$ cat config.mk
export PLATFORM = sky130hd
export DESIGN_NAME = mem_arbiter
export DESIGN_NICKNAME = d
export VERILOG_FILES = /design/src/rtl/mem_arbiter.sv
export SDC_FILE = /design/constraint.sdc
export NUM_CORES = 1
export LEC_CHECK = 0
export BUFFER_PORTS_ARGS = -buffer_cell sky130_fd_sc_hd__buf_2
export CAP_MARGIN = 30
export CORE_ASPECT_RATIO = 0.7
export CORE_MARGIN = 2
export CORE_UTILIZATION = 45
export CTS_CLUSTER_SIZE = 24
export DETAILED_ROUTE_END_ITERATION = 6
export PLACE_DENSITY = 0.82
export SYNTH_ARGS = -nofsm -noshare
export SYNTH_HDL_FRONTEND = slang
export SYNTH_SLANG_ARGS = --single-unit
$ cat constraint.sdc
create_clock -name clk -period 5.3 [get_ports clk]
set_clock_uncertainty 0.15 [all_clocks]
set_input_delay 0.795 -clock clk [delete_from_list [all_inputs] [get_ports clk]]
set_output_delay 0.795 -clock clk [all_outputs]
set_load 0.01 [all_outputs]
$ cat src/rtl/mem_arbiter.sv
`default_nettype none
// +----------------------------------------------------------------------------+
// | mem_arbiter                                                                |
// | Round-robin two-port arbiter for the single data port of the memory block. |
// | Revision: 1.0                                                              |
// +----------------------------------------------------------------------------+
module mem_arbiter #(
   parameter int AW = 32,
   parameter int DW = 32
) (
   input  logic          clk,
   input  logic          rst,
   input  logic          m0_req,
   input  logic [2:0]    m0_we,
   input  logic [AW-1:0] m0_addr,
   input  logic [DW-1:0] m0_wdata,
   output logic          m0_gnt,
   output logic          m0_rvalid,
   output logic [DW-1:0] m0_rdata,
   input  logic          m1_req,
   input  logic [2:0]    m1_we,
   input  logic [AW-1:0] m1_addr,
   input  logic [DW-1:0] m1_wdata,
   output logic          m1_gnt,
   output logic          m1_rvalid,
   output logic [DW-1:0] m1_rdata,
   output logic [2:0]    mem_we,
   output logic [AW-1:0] mem_addr,
   output logic [DW-1:0] mem_wdata,
   input  logic [DW-1:0] mem_rdata
);

   typedef enum logic [1:0] {
      S_IDLE   = 2'd0,
      S_ACCESS = 2'd1,
      S_RESP   = 2'd2
   } state_t;

   state_t        r_state,     w_state_nxt;
   logic          r_last,      w_last_nxt;
   logic          r_win,       w_win_nxt;
   logic [2:0]    r_mem_we,    w_mem_we_nxt;
   logic [AW-1:0] r_mem_addr,  w_mem_addr_nxt;
   logic [DW-1:0] r_mem_wdata, w_mem_wdata_nxt;
   logic          r_gnt0,      w_gnt0_nxt;
   logic          r_gnt1,      w_gnt1_nxt;
   logic          r_rvalid0,   w_rvalid0_nxt;
   logic          r_rvalid1,   w_rvalid1_nxt;
   logic [DW-1:0] r_rdata0,    w_rdata0_nxt;
   logic [DW-1:0] r_rdata1,    w_rdata1_nxt;

   logic          w_pick1;
   logic [2:0]    w_sel_we;
   logic [AW-1:0] w_sel_addr;
   logic [DW-1:0] w_sel_wdata;

   // Malformed enables degrade to a read so a bad requester can never corrupt memory.
   function automatic logic [2:0] f_clean_we(input logic [2:0] we);
      logic [2:0] res;
      case (we)
         3'b100, 3'b010, 3'b001: res = we;
         default:                res = 3'b000;
      endcase
      return res;
   endfunction

   // r_last = 1 means port 1 won last, so port 0 takes a tie.
   assign w_pick1     = m1_req & (~m0_req | ~r_last);
   assign w_sel_we    = w_pick1 ? m1_we    : m0_we;
   assign w_sel_addr  = w_pick1 ? m1_addr  : m0_addr;
   assign w_sel_wdata = w_pick1 ? m1_wdata : m0_wdata;

   always_ff @(posedge clk or posedge rst) begin
      if (rst) begin
         r_state     <= S_IDLE;
         r_last      <= 1'b1;
         r_win       <= 1'b0;
         r_mem_we    <= 3'b000;
         r_mem_addr  <= '0;
         r_mem_wdata <= '0;
         r_gnt0      <= 1'b0;
         r_gnt1      <= 1'b0;
         r_rvalid0   <= 1'b0;
         r_rvalid1   <= 1'b0;
         r_rdata0    <= '0;
         r_rdata1    <= '0;
      end else begin
         r_state     <= w_state_nxt;
         r_last      <= w_last_nxt;
         r_win       <= w_win_nxt;
         r_mem_we    <= w_mem_we_nxt;
         r_mem_addr  <= w_mem_addr_nxt;
         r_mem_wdata <= w_mem_wdata_nxt;
         r_gnt0      <= w_gnt0_nxt;
         r_gnt1      <= w_gnt1_nxt;
         r_rvalid0   <= w_rvalid0_nxt;
         r_rvalid1   <= w_rvalid1_nxt;
         r_rdata0    <= w_rdata0_nxt;
         r_rdata1    <= w_rdata1_nxt;
      end
   end

   always_comb begin
      w_state_nxt     = r_state;
      w_last_nxt      = r_last;
      w_win_nxt       = r_win;
      w_mem_we_nxt    = 3'b000;
      w_mem_addr_nxt  = r_mem_addr;
      w_mem_wdata_nxt = r_mem_wdata;
      w_gnt0_nxt      = 1'b0;
      w_gnt1_nxt      = 1'b0;
      w_rvalid0_nxt   = 1'b0;
      w_rvalid1_nxt   = 1'b0;
      w_rdata0_nxt    = r_rdata0;
      w_rdata1_nxt    = r_rdata1;
      case (r_state)
         S_IDLE: begin
            if (m0_req || m1_req) begin
               w_state_nxt     = S_ACCESS;
               w_win_nxt       = w_pick1;
               w_last_nxt      = w_pick1;
               w_mem_we_nxt    = f_clean_we(w_sel_we);
               w_mem_addr_nxt  = w_sel_addr;
               w_mem_wdata_nxt = w_sel_wdata;
               w_gnt0_nxt      = ~w_pick1;
               w_gnt1_nxt      = w_pick1;
            end
         end
         S_ACCESS: begin
            w_state_nxt = S_RESP;
         end
         S_RESP: begin
            // Memory output is valid now; capture it for the winner only.
            w_state_nxt = S_IDLE;
            if (r_win) begin
               w_rdata1_nxt  = mem_rdata;
               w_rvalid1_nxt = 1'b1;
            end else begin
               w_rdata0_nxt  = mem_rdata;
               w_rvalid0_nxt = 1'b1;
            end
         end
         default: begin
            w_state_nxt = S_IDLE;
         end
      endcase
   end

   assign m0_gnt    = r_gnt0;
   assign m1_gnt    = r_gnt1;
   assign m0_rvalid = r_rvalid0;
   assign m1_rvalid = r_rvalid1;
   assign m0_rdata  = r_rdata0;
   assign m1_rdata  = r_rdata1;
   assign mem_we    = r_mem_we;
   assign mem_addr  = r_mem_addr;
   assign mem_wdata = r_mem_wdata;

endmodule
`default_nettype wire

Word level (Yosys, flattened, before mapping)
Index checks and enable logic that the tools add are counted.

word-level totals
  register bits = 139
  logic and storage cells = 46

operators by class
  reduce and logical (&&, ||, !) cells = 6
  muxes and demuxes = 16
  equality and inequality tests = 6
  bitwise logic cells = 6

operator list
  operator              number
  $mux W32              2
  $mux W3               4
  $mux W1               8
  $reduce_and A2 Y1     3
  $not A1 Y1            4
  $pmux W2 S2           1
  $eq A3 B1 Y1 const B  1
  $eq A3 B2 Y1 const B  1
  $eq A3 B3 Y1 const B  1
  $reduce_or A3 Y1      1
  $eq A2 B1 Y1 const B  1
  $eq A2 B2 Y1 const B  1
  $logic_not A2 Y1      1
  $mux W2               1
  $ne A2 B2 Y1 const B  1
  $and A1 B1 Y1         1
  $logic_or A1 B1 Y1    1
  $or A1 B1 Y1          1

Logic depth before layout (Yosys ltp)
  word-level depth = 9
  depth in mapped cells = 6
  gate-level depth less buffers = 4

Worst setup path after synthesis
OpenSTA, ideal clock, no wires.

  kind = input to register
  start = in m0_req
  end = reg r_mem_addr[12] (netlist: mem_addr[12])
  stages = 5
  slack = 3.292 ns
  arrival time = 1.732 ns
  cells stage by stage = or2_1 > and3_4 > buf_6 > buf_6 > a221o_1

between the ends
  word-level cells in the longest chain between the ends = 4

ends and longest elaborated chain
  element                 RTL line  RTL
  start: declaration      13        input logic m0_req,
  $not A1 Y1              68        assign w_pick1 = m1_req & (~m0_req | ~r_last);
  $or A1 B1 Y1            68
  $and A1 B1 Y1           68
  $mux W32                70        assign w_sel_addr = w_pick1 ? m1_addr : m0_addr;
  end signal: assignment  92        r_mem_addr <= w_mem_addr_nxt;
  end: declaration        43        logic [AW-1:0] r_mem_addr, w_mem_addr_nxt;

Several ways; a longest one is shown, not always the timed one.
A chain may end at the register's enable or synchronous reset.

Worst setup path in the final report
  start = reg r_state[0]
  end = reg r_mem_wdata[19] (netlist: mem_wdata[19])

between the ends
  word-level cells in the longest chain between the ends = 2

ends and longest elaborated chain
  element                      RTL line  RTL
  start: declaration           39        state_t r_state, w_state_nxt;
  start signal: assignment     88        r_state <= w_state_nxt;
  $logic_not A2 Y1             116       case (r_state)
  $reduce_and A2 Y1 (no line)  -
  end signal: assignment       93        r_mem_wdata <= w_mem_wdata_nxt;
  end: declaration             44        logic [DW-1:0] r_mem_wdata, w_mem_wdata_nxt;

Every way passes these cells.

==> results.yml <==
clock_tree:
  numCtsBuffers: 17
  post-cts-setup-buffer-count: 0
  cts_tree: "done"
  clk_latency_ns: 0.41
  clockBufferDepth: 2
  htree_levels: 4
  clock_sinks: 139
  cts.clk_slew.worst_paths_ns: 0.06
  cts_resized: 0
  root_buffer: "clkbuf_16"
  ctsHoldBuffers: 0
floorplan:
  die-width_um: 139
  die_y_um: 98.2
  start_util_pct: 46.0
  ios: 305
  die_area_sq_um: 13600
  core_area_sq_um: 12400
  rows: 34
sta:
  min_period_ns: 2.78
  rsz0062_at_grt: "false"
  setup_viol: 0
  setup_tns_ns: 0
  slew_headroom_pct: 41.7
  slew_viol_final: 0
  finalCritPeriodShare_pct: 52.5
  hold_violations: 0
  worst_pin_slew_ns: 0.875
  max_freq_ghz: 0.359
  whs_ns: 0.343
route:
  drt_wl_total_um: 15700
  drc_errors: 0
  via_count: 4913
  drtIter0Drc: 176
  drtAntennaViolNets: 0
  drt-wirelength-per-cell_um: 16.7
  dr.pass1.iters: 4
  viasPerCell: 5.24
yosys:
  synth.avg_cell_area_sq_um: 12.1
  synth_cell_types: 28
  syn-instance-count: 471
  ys_ff_latch: 139
  ys_seq_area_share_pct: 60.9
  synth_nets: 641
  yosys_warnings: 0
  synth_area_sq_um: 5710
cells_and_area:
  nets: 933
  design_area_sq_um: 7920
  insertedDiodeCount: 0
  syn_to_final_growth_pct: 38.6
  drive_above_1_share_pct: 53.1
  postLayoutCoreUtil_pct: 63.7
worst_setup_path:
  max_stage_delay_ns: 0.48
  cp_max_fo: 66
  endpoint_kind: "register"
  worst_path_max_delay_cell: "buf_4"
  r2r-end: "mem_wdata[19]"
  critPathArrivalTime_ns: 2.87
  cp_cell_sequence: "nor2_4 > buf_4 > nand2_1 > buf_16 > inv_2 > a31oi_1"
  path_class: "reg -> reg"
  crit_path_start_kind: "register"
  startpoint: "r_state[0]"
  rr_worst_depth: 6
  r2r-start: "r_state[0]"
  critPathRequiredTime_ns: 5.39
  r2r_setup_slack_ns: 2.52
run_status:
  outcome: "finished clean"
place:
  hpwlAfterDp_um: 10800
  gp_congestion: 0.863
  postPlaceCellArea_sq_um: 7330
  port_buffers: 304
run:
  max_cap_viol_count: 0
global_route:
  antenna_found_initial: 0
  overflow: 0
  grt_max_degree: 102
  grt_pass1_vias: 4757
  track_usage_pct: 23.0
  grt_pass1_wl_um: 24800
power:
  power_leakage_nw: 4.03
  ir_drop_mv: 0.385
  powerDensity_nw_per_um2: 638
worst_hold_path:
  hold_path.class: "reg -> reg"
  hold_end: "m0_rdata[26]"
  whs_path_depth: 1
  hold_path_startpoint: "m0_rdata[26]"
metal layers:
| metal | global-route usage (%) | vias up | routed length (um) |
|---|---|---|---|
| met5 | 0 | - | 0 |
| met4 | 6.14 | 0 | 151 |
| met3 | 5.15 | 14 | 895 |
| met2 | 40.6 | 215 | 8170 |
| met1 | 28.9 | 2394 | 6470 |
| li1 | - | 2290 | - |
critical path: cells and delay by family, from the launching register on:
kind                   cells  cell delay [ns]
AOI/OAI and AO/OA          1             0.20
buffers and inverters      3             1.24
DFF                        1             0.45
and+or+nand+nor            2             0.52
power breakdown:
| group | leakage [nW] | switching [mW] | internal [mW] | total, mW |
|---|---|---|---|---|
| registers | 1.64 | 0.292 | 1.60 | 1.89 |
| clock network | 0.288 | 0.507 | 0.640 | 1.15 |
| logic | 2.11 | 1.07 | 0.944 | 2.02 |
worst max path at each step:
stage	end	depth (start not counted)
after detailed placement	mem_wdata[27]	7
after global placement	mem_wdata[0]	6
after floorplan	m0_gnt	1
after global routing	mem_wdata[19]	6
final	mem_wdata[19]	6
after CTS	mem_wdata[19]	6
layout make-up:
class                      instances  area, sq um
tap                              162          203
timing repair buffer             311         1590
sequential                       139         3480
multi-input combinational        291         2040
clock buffer                      18          439
inverter                           3         16.3
clock inverter                    14          145
fill                             991         4510
registers in the layout, summed over array words and instances (netlist names):
signal / cells
m1_rvalid: 1
r_state: 2
m1_gnt: 1
r_win: 1
m0_rdata: 32
m0_gnt: 1
mem_we: 3
m0_rvalid: 1
mem_addr: 32
mem_wdata: 32
m1_rdata: 32
r_last: 1
synthesized netlist by cell type, drive strengths merged:
cell	instances	area share (%)
a221o	27	4.7
nand3	4	0.35
a21oi	40	3.5
dfrtp	138	60
mux2	64	13
dfstp	1	0.46
nor2b	1	0.11
clkbuf	14	0.92
nor3	1	0.088
inv	3	0.20
a21boi	1	0.20
nand3b	1	0.13
a21o	2	0.26
nor2	5	0.33
and3	28	3.2
a31oi	37	4.1
or2	1	0.11
or4b	2	0.35
a21bo	1	0.18
nand2	75	4.9
nor3b	1	0.22
buf	24	2.6
per-stage QoR:
step / power (mW) / std cells / setup slack (ns)
after global placement: 3.81 / 905 / 1.91
final: 5.05 / 938 / 2.52
after CTS: 5.10 / 938 / 2.47
after global routing: 5.36 / 938 / 2.27
after detailed placement: 3.92 / 906 / 2.24
after floorplan: 3.09 / 471 / 0.632
placed cells by master (no fill, tap or decap), drive strengths merged, types with 2 or more instances in the layout:
cell type / count
nand3: 4
a21oi: 40
dfrtp: 138
nand2: 75
or4b: 2
mux2: 64
buf: 311
clkinv: 5
a221o: 27
inv: 12
clkbuf: 18
a31oi: 37
a21o: 2
nor2: 5
and3: 28
cell families (layout without fill, tap and decap cells):
group,after synthesis,count (layout),synth area share (%)
mux,64,64,12.6
buf+inv,41,346,3.73
simple gates,119,119,9.77
compound gates,108,108,12.9
flops,139,139,60.9
No activity file was read; power rests on OpenSTA's default activity.
